File: src/rtl/mem_wb_load_stage_if.sv
`default_nettype none
// ============================================================================
//  Module   : mem_wb_load_stage_if
//  Brief    : MEM->WB load-stage bundle: MEM-stage inputs, hazard controls
//             and registered WB-stage outputs.
//  Revision : 1.0  initial release
// ============================================================================
interface mem_wb_load_stage_if #(
    parameter int CNT_W = 16
);
    // hazard control
    logic             stall_W;
    logic             flush_W;
    // MEM-stage side
    logic             valid_M;
    logic             reg_write_M;
    logic [4:0]       rd_M;
    logic [1:0]       result_src_M;
    logic [2:0]       load_sel_M;
    logic [31:0]      alu_result_M;
    logic [31:0]      pc_plus4_M;
    logic [31:0]      mem_RD;
    // WB-stage side
    logic             valid_W;
    logic             reg_write_W;
    logic [4:0]       rd_W;
    logic [31:0]      result_W;
    logic             load_misalign_W;
    logic [CNT_W-1:0] misalign_cnt;

    // upstream pipeline / memory / hazard unit view
    modport master (
        output stall_W, flush_W, valid_M, reg_write_M, rd_M, result_src_M,
               load_sel_M, alu_result_M, pc_plus4_M, mem_RD,
        input  valid_W, reg_write_W, rd_W, result_W, load_misalign_W, misalign_cnt
    );

    // stage view
    modport slave (
        input  stall_W, flush_W, valid_M, reg_write_M, rd_M, result_src_M,
               load_sel_M, alu_result_M, pc_plus4_M, mem_RD,
        output valid_W, reg_write_W, rd_W, result_W, load_misalign_W, misalign_cnt
    );
endinterface
`default_nettype wire

File: src/rtl/mem_wb_load_stage.sv
`default_nettype none
// ============================================================================
//  Module   : mem_wb_load_stage
//  Brief    : Extracts/extends load data from the raw memory word, selects the
//             writeback result, flags and counts misaligned/illegal loads and
//             registers everything into WB with stall/flush control.
//  Revision : 1.0  initial release
// ============================================================================
module mem_wb_load_stage #(
    parameter int CNT_W = 16
) (
    input  wire                 clk,
    input  wire                 rst,
    mem_wb_load_stage_if.slave  bus
);

    localparam logic [2:0] c_LB  = 3'b000;
    localparam logic [2:0] c_LH  = 3'b001;
    localparam logic [2:0] c_LW  = 3'b010;
    localparam logic [2:0] c_LBU = 3'b100;
    localparam logic [2:0] c_LHU = 3'b101;

    localparam logic [1:0] c_SRC_LOAD = 2'b01;
    localparam logic [1:0] c_SRC_PC4  = 2'b10;

    localparam logic [CNT_W-1:0] c_CNT_MAX = {CNT_W{1'b1}};

    logic [1:0]  w_off;
    logic [7:0]  w_byte;
    logic [15:0] w_half;
    logic        w_load_err;
    logic [31:0] w_load_data;
    logic        w_bad;
    logic [31:0] w_result;
    logic        w_reg_write;

    logic             r_valid_W;
    logic             r_reg_write_W;
    logic [4:0]       r_rd_W;
    logic [31:0]      r_result_W;
    logic             r_load_misalign_W;
    logic [CNT_W-1:0] r_misalign_cnt;

    assign w_off  = bus.alu_result_M[1:0];
    assign w_byte = bus.mem_RD[8*w_off +: 8];
    assign w_half = w_off[1] ? bus.mem_RD[31:16] : bus.mem_RD[15:0];

    // Load extraction; misaligned or unknown load types return zero data
    always_comb begin
        w_load_err  = 1'b0;
        w_load_data = 32'd0;
        case (bus.load_sel_M)
            c_LB:  w_load_data = {{24{w_byte[7]}}, w_byte};
            c_LBU: w_load_data = {24'd0, w_byte};
            c_LH: begin
                w_load_err  = w_off[0];
                w_load_data = w_off[0] ? 32'd0 : {{16{w_half[15]}}, w_half};
            end
            c_LHU: begin
                w_load_err  = w_off[0];
                w_load_data = w_off[0] ? 32'd0 : {16'd0, w_half};
            end
            c_LW: begin
                w_load_err  = (w_off != 2'b00);
                w_load_data = (w_off != 2'b00) ? 32'd0 : bus.mem_RD;
            end
            default: begin
                w_load_err  = 1'b1;
                w_load_data = 32'd0;
            end
        endcase
    end

    // A fault only counts for a live instruction that actually writes back load data
    assign w_bad = bus.valid_M && (bus.result_src_M == c_SRC_LOAD) && w_load_err;

    // Writeback source mux; both 00 and 11 select the ALU result
    always_comb begin
        w_result = bus.alu_result_M;
        if (bus.result_src_M == c_SRC_LOAD) begin
            w_result = w_load_data;
        end else if (bus.result_src_M == c_SRC_PC4) begin
            w_result = bus.pc_plus4_M;
        end
    end

    assign w_reg_write = bus.reg_write_M && bus.valid_M && !w_bad && (bus.rd_M != 5'd0);

    // WB pipeline registers: reset > flush > stall > normal
    always_ff @(posedge clk) begin
        if (rst) begin
            r_valid_W         <= 1'b0;
            r_reg_write_W     <= 1'b0;
            r_rd_W            <= 5'd0;
            r_result_W        <= 32'd0;
            r_load_misalign_W <= 1'b0;
        end else if (bus.flush_W) begin
            r_valid_W         <= 1'b0;
            r_reg_write_W     <= 1'b0;
            r_rd_W            <= 5'd0;
            r_result_W        <= 32'd0;
            r_load_misalign_W <= 1'b0;
        end else if (!bus.stall_W) begin
            r_valid_W         <= bus.valid_M;
            r_reg_write_W     <= w_reg_write;
            r_rd_W            <= bus.rd_M;
            r_result_W        <= w_result;
            r_load_misalign_W <= w_bad;
        end
    end

    // Saturating fault counter; flushed or stalled instructions never retire so never count
    always_ff @(posedge clk) begin
        if (rst) begin
            r_misalign_cnt <= '0;
        end else if (!bus.flush_W && !bus.stall_W && w_bad && (r_misalign_cnt != c_CNT_MAX)) begin
            r_misalign_cnt <= r_misalign_cnt + 1'b1;
        end
    end

    assign bus.valid_W         = r_valid_W;
    assign bus.reg_write_W     = r_reg_write_W;
    assign bus.rd_W            = r_rd_W;
    assign bus.result_W        = r_result_W;
    assign bus.load_misalign_W = r_load_misalign_W;
    assign bus.misalign_cnt    = r_misalign_cnt;

endmodule
`default_nettype wire
File: src/flat_wrapper.sv
// flat-port wrapper written by rule: the top's interface ports become plain ports
module mem_wb_load_stage_flat 
#(
    parameter int CNT_W = 16
)
  (clk, rst, bus_stall_W, bus_flush_W, bus_valid_M, bus_reg_write_M, bus_rd_M, bus_result_src_M, bus_load_sel_M, bus_alu_result_M, bus_pc_plus4_M, bus_mem_RD, bus_valid_W, bus_reg_write_W, bus_rd_W, bus_result_W, bus_load_misalign_W, bus_misalign_cnt);
  mem_wb_load_stage_if #(.CNT_W(CNT_W)) bus_i ();
  input  wire clk;
  input  wire rst;
  input wire logic [$bits(bus_i.stall_W)-1:0] bus_stall_W;
  input wire logic [$bits(bus_i.flush_W)-1:0] bus_flush_W;
  input wire logic [$bits(bus_i.valid_M)-1:0] bus_valid_M;
  input wire logic [$bits(bus_i.reg_write_M)-1:0] bus_reg_write_M;
  input wire logic [$bits(bus_i.rd_M)-1:0] bus_rd_M;
  input wire logic [$bits(bus_i.result_src_M)-1:0] bus_result_src_M;
  input wire logic [$bits(bus_i.load_sel_M)-1:0] bus_load_sel_M;
  input wire logic [$bits(bus_i.alu_result_M)-1:0] bus_alu_result_M;
  input wire logic [$bits(bus_i.pc_plus4_M)-1:0] bus_pc_plus4_M;
  input wire logic [$bits(bus_i.mem_RD)-1:0] bus_mem_RD;
  output wire logic [$bits(bus_i.valid_W)-1:0] bus_valid_W;
  output wire logic [$bits(bus_i.reg_write_W)-1:0] bus_reg_write_W;
  output wire logic [$bits(bus_i.rd_W)-1:0] bus_rd_W;
  output wire logic [$bits(bus_i.result_W)-1:0] bus_result_W;
  output wire logic [$bits(bus_i.load_misalign_W)-1:0] bus_load_misalign_W;
  output wire logic [$bits(bus_i.misalign_cnt)-1:0] bus_misalign_cnt;
  assign bus_i.stall_W = bus_stall_W;
  assign bus_i.flush_W = bus_flush_W;
  assign bus_i.valid_M = bus_valid_M;
  assign bus_i.reg_write_M = bus_reg_write_M;
  assign bus_i.rd_M = bus_rd_M;
  assign bus_i.result_src_M = bus_result_src_M;
  assign bus_i.load_sel_M = bus_load_sel_M;
  assign bus_i.alu_result_M = bus_alu_result_M;
  assign bus_i.pc_plus4_M = bus_pc_plus4_M;
  assign bus_i.mem_RD = bus_mem_RD;
  assign bus_valid_W = bus_i.valid_W;
  assign bus_reg_write_W = bus_i.reg_write_W;
  assign bus_rd_W = bus_i.rd_W;
  assign bus_result_W = bus_i.result_W;
  assign bus_load_misalign_W = bus_i.load_misalign_W;
  assign bus_misalign_cnt = bus_i.misalign_cnt;
  mem_wb_load_stage #(.CNT_W(CNT_W)) u_core (.clk(clk), .rst(rst), .bus(bus_i));
endmodule
File: config.mk
export PLATFORM = sky130hd
export DESIGN_NAME = mem_wb_load_stage_flat
export DESIGN_NICKNAME = d
export VERILOG_FILES = /design/src/rtl/mem_wb_load_stage_if.sv /design/src/rtl/mem_wb_load_stage.sv /design/src/flat_wrapper.sv
export SDC_FILE = /design/constraint.sdc
export NUM_CORES = 1
export LEC_CHECK = 0
export ABC_AREA = 1
export CORE_MARGIN = 4
export CORE_UTILIZATION = 30
export DETAILED_ROUTE_END_ITERATION = 8
export PLACE_DENSITY = 0.61
export SYNTH_ARGS = -nofsm -noshare
export SYNTH_HDL_FRONTEND = slang
export SYNTH_SLANG_ARGS = --single-unit
export TNS_END_PERCENT = 5
File: constraint.sdc
create_clock -name clk -period 3.37 [get_ports clk]
set_input_delay 0.337 -clock clk [delete_from_list [all_inputs] [get_ports clk]]
set_output_delay 0.337 -clock clk [all_outputs]
set_load 0.05 [all_outputs]
Word level (Yosys, flattened, before mapping)
Index checks and enable logic that the tools add are counted.

storage, ports and cells
  register bits after elaboration = 56
  logic and storage cells = 40
  bits of input ports = 112

cells by class
  shift-type cells = 1
  reduce and logical (&&, ||, !) cells = 17
  multiplexer cells = 8
  add/sub/neg operators = 1
  eq/ne operators = 7

operators with widths
  operator               number
  $pmux 32 s5            1
  $mux 32                4
  $mux 16                2
  $shiftx 32x6->8        1
  $add 16x1->16 const B  1
  $ne 16x16->1 const B   1
  $logic_and 1x1->1      8
  $eq 3x3->1 const B     2
  $reduce_or 2->1        3
  $reduce_bool 5->1      1
  $eq 3x1->1 const B     1
  $eq 3x2->1 const B     1
  $logic_not 1->1        3
  $logic_not 3->1        1
  $pmux 1 s3             1
  $eq 2x1->1 const B     1
  $eq 2x2->1 const B     1
  $reduce_bool 2->1      1

Longest topological paths before layout
  depth after elaboration = 7
  depth in mapped cells = 12
  depth with buffers taken out = 10

Worst setup path before layout
Ideal clock, no wire load.

  path kind = register -> register
  from = reg u_core.r_misalign_cnt[0], in the netlist u_core.bus.misalign_cnt[0]
  to = reg u_core.r_misalign_cnt[2], in the netlist u_core.bus.misalign_cnt[2]
  cell stages (with the launch flop) = 9
  required time = 3.300 ns
  path slack = 1.401 ns
  path buffers = 1
  arrival = 1.899 ns
  clock period less this slack = 1.969 ns
  cells stage by stage = dfxtp_1 -> ha_1 -> nand3_1 -> nor2_2 -> nand2_1 -> nand4_1 -> buf_4 -> nand2_1 -> a21oi_1

on the way
  longest elaborated chain between the ends = 2
  elaborated cells between the ends (all ways) = 3
  those cells by class = add/sub: 1; eq/ne: 1; reduce/logical: 1

RTL lines
  element                                                RTL line                  source
  from (decl)                                            mem_wb_load_stage.sv:42   logic [CNT_W-1:0] r_misalign_cnt;
  from (signal assigned)                                 mem_wb_load_stage.sv:117  r_misalign_cnt <= r_misalign_cnt + 1'b1;
  branches (longest 2 deep; another with $add 16x1->16)  --

Several ways; the timed one is not identified.
A chain may end at the register's enable or synchronous reset.

Final worst setup path
  from = in bus_alu_result_M[1]
  to = reg u_core.r_misalign_cnt[1], in the netlist u_core.bus.misalign_cnt[1]

on the way
  longest elaborated chain between the ends = 5

RTL lines
  element                          RTL line                  source
  from (decl)                      flat_wrapper.sv:17        input wire logic [$bits(bus_i.alu_result_M)-1:0] bus_alu_result_M;
  $reduce_bool 2->1                mem_wb_load_stage.sv:64   w_load_err = (w_off != 2'b00);
  $pmux 1 s3                       mem_wb_load_stage.sv:52   case (bus.load_sel_M)
  $logic_and 1x1->1                mem_wb_load_stage.sv:75   assign w_bad = bus.valid_M && (bus.result_src_M == c_SRC_LOAD) && w_load_err;
  $logic_and 1x1->1 (2 in series)  mem_wb_load_stage.sv:116  end else if (!bus.flush_W && !bus.stall_W && w_bad && (r_misalign_cnt != c_CNT_MAX)) begin

Every way passes these cells.

==> results by group <==
Status
  • Status: completed

Cells and area
  • Seq. cell area: approximately 1100 um2
  • Final Non-Filler Cells: ~930
  • Multi-input combinational cell area: roughly 2300 um2
  • Layout area overhead: 52.1%
  • Share of layout cells above drive strength 1: 0.0397
  • Final nets: between 800 and 900
  • N_diodes: 0
  • Filler instances: approximately 1300

Synthesis
  • Gate Count Post-Synth: 632
  • Top cells by count, synth: nand2_1, nor2_1, o21ai_0
  • Mapped cell area: between 3000 and 4000 um2
  • Number of flops mapped to enable cells by yosys: 0
  • Synth top area share: 0.305
  • Mapped Nets: roughly 750
  • Synth Area in Compound Gates: 0.201
  • Count leader, synth: nand2_1
  • Synth area leaders: dfxtp_1, nand2_1, nor2_1
  • Simple-gate share of the synthesized area: 0.386
  • Async set or reset register ratio after synthesis: 0
  • Post-synthesis sequential area ratio: 0.305
  • YS warnings: 0
  • Unique masters post-synth: 30
  • Synth Area in XOR/XNOR: 0.0286
  • FF+latch count, synth: 56
  • Largest family of logic cells by synthesized area: simple AND/OR/NAND/NOR gates
  • Syn Area/Cell: slightly below 6 um2
  • Ys flop type: dfxtp_1
  • Synth Area in Adders: 0.00341
  • Multiplexer share of the synthesized area: 0
  • Area leader, netlist: dfxtp_1

STA
  • Peak Freq: between 400 and 500 MHz
  • Period utilization: 0.671
  • Final Hold Fails: 0
  • Slew @ Worst Pin: approximately 0.66 ns
  • Final Max Slew Viols: 0
  • Period minus WS final: 2.26 ns
  • Setup violators final: 0
  • Setup repair after global routing missed its margin: no
  • Min Hold Slack: roughly 0.47 ns
  • Slew margin rel.: 0.557
  • Setup_tns: 0 ns
  • Fin Clk Skew: 0.00392 ns
  • Final worst slack: 1.11 ns

Floorplanning
  • Die ar.: between 10000 and 15000 um2
  • Core area: ~12000 um2
  • I/O pin total: 168
  • Row count: 40
  • Starting Density: 0.306
  • Die Wd: roughly 120 um
  • Die Y: between 100 and 150 um

Placed design
  • DP Cell Count: roughly 920
  • DP Wirelength: between 10 and 15 mm
  • Place WS: between 0.8 and 0.9 ns
  • I/O Buffers: 167
  • Placer Congestion: slightly below 0.9

Clock network
  • H-tree depth: 2
  • CTS tree: done
  • Maximum root-to-sink buffer count: 2
  • CTS buffer count: 5
  • Worst skew pair latency: between 0.2 and 0.3 ns
  • Clk slew on worst S/H paths: about 0.070 ns
  • Setup repair bufs after CTS: 0
  • CTS root buffer: clkbuf_16
  • Clk sinks: between 50 and 60
  • Hold-fix buffers, CTS: 0
  • Resized Gates After CTS: 0

Detailed routing
  • Vias per cell: slightly below 5
  • ANT nets after route: 0
  • Detailed Routing Iterations Pass 1: 7
  • Vias post-DR: between 4000 and 5000
  • Routed WL: around 14 mm
  • Routed len/inst: approximately 15 um
  • DRT iter0 DRCs: between 200 and 300
  • Number of remaining DRC errors: 0

GRT
  • Met1 Usage GRT: 0.256
  • Vias in the first global route: between 4000 and 5000
  • Busiest grt layer: met2
  • Met2 usage: 0.339
  • Initial antenna violation count: 0
  • Total global-route track usage: 0.202
  • Global Route met3 Usage: 0.0598
  • Largest net degree at the start of global routing: 41
  • Grt total ovfl: 0
  • First-pass GRT wire length: 23.3 mm

Min path
  • Worst hold path class: register to register

Setup path
  • Crit-path max FO: 15
  • WP data required: 3.55 ns
  • Startpoint Class: input pin
  • Setup Crit Path Kind: input pin to register
  • Crit end category: register
  • Arr. time, crit path: approximately 2.4 ns

Power
  • Power Dens Cells: 313 nW/um2
  • Total Power: about 1.8 mW
  • Pleak: 2.28 nW
  • Peak supply drop: about 0.22 mV

Flow run
  • Max cap viols: 0
-- final timing paths --
path	from	end	slack [ns]	cells after the start
worst max-delay path	bus_alu_result_M[1]	u_core.bus.misalign_cnt[1]	1.11	8
worst min-delay path	u_core.bus.rd_W[0]	u_core.bus.rd_W[0]	0.47	2
worst max register to register	u_core.bus.misalign_cnt[0]	u_core.bus.misalign_cnt[1]	1.36	7
worst min register to register	u_core.bus.rd_W[0]	u_core.bus.rd_W[0]	0.47	2
-- layout by cell type, fill, tap and decap left out, drive strengths merged --
cell type | Yosys | layout
bufinv | 0 | 1
nor2 | 155 | 155
xor2 | 5 | 5
a22oi | 7 | 7
inv | 33 | 34
nand3b | 1 | 1
nand3 | 12 | 12
nor3b | 1 | 1
clkdlybuf4s50 | 0 | 166
buf | 12 | 7
nand4 | 5 | 5
a21boi | 1 | 1
o211ai | 7 | 7
nand2 | 183 | 183
nor3 | 1 | 1
xnor2 | 7 | 7
a21oi | 55 | 55
ha | 1 | 1
dfxtp | 56 | 56
a31oi | 2 | 2
a211oi | 1 | 1
clkbuf | 21 | 6
o21ai | 66 | 66
-- area by class of cell --
type                       instances  share of cell area
multi-input combinational        510               0.408
timing repair buffer             173               0.306
sequential                        56               0.201
tap                              147              0.0329
clock buffer                       6              0.0231
inverter                          33              0.0222
clock inverter                     2             0.00694
-- kinds of logic (layout without fill, tap and decap cells) --
group,count (synthesis),after routing
simple gates,358,358
compound gates,139,139
buf+inv,66,214
flops,56,56
xor+xnor,12,12
fa+ha+maj,1,1
-- registers in the layout, summed over array words and instances (netlist names) --
register / flops
u_core.bus.result_W: 32
u_core.bus.valid_W: 1
u_core.bus.reg_write_W: 1
u_core.bus.load_misalign_W: 1
u_core.bus.misalign_cnt: 16
u_core.bus.rd_W: 5
-- power breakdown --
| part | switching, mW | internal (mW) |
|---|---|---|
| Sequential | 0.0104 | 0.681 |
| Combinational | 0.256 | 0.203 |
| Clock | 0.245 | 0.354 |
-- metrics by stage --
step | instance area (um2) | utilization
floorplan | 3670 | -
global placement | 5420 | 0.451
detailed placement | 5420 | 0.451
CTS | 5590 | 0.465
global route | 5590 | 0.465
finish | 5590 | 0.465
-- per-layer routing --
metal	wire (um)	part of all wire
met4	173	0.012
met3	1170	0.081
met1	6220	0.43
met2	6770	0.47
met5	0	0
-- critical path, cell delays in order --
cell,delay (ns)
clkdlybuf4s50_1,0.64
inv_2,0.16
nand2_2,0.14
nand3_1,0.10
nand3_2,0.10
nand4_1,0.54
o21ai_0,0.36
nor2_1,0.07
No activity file was read; power rests on OpenSTA's default activity.
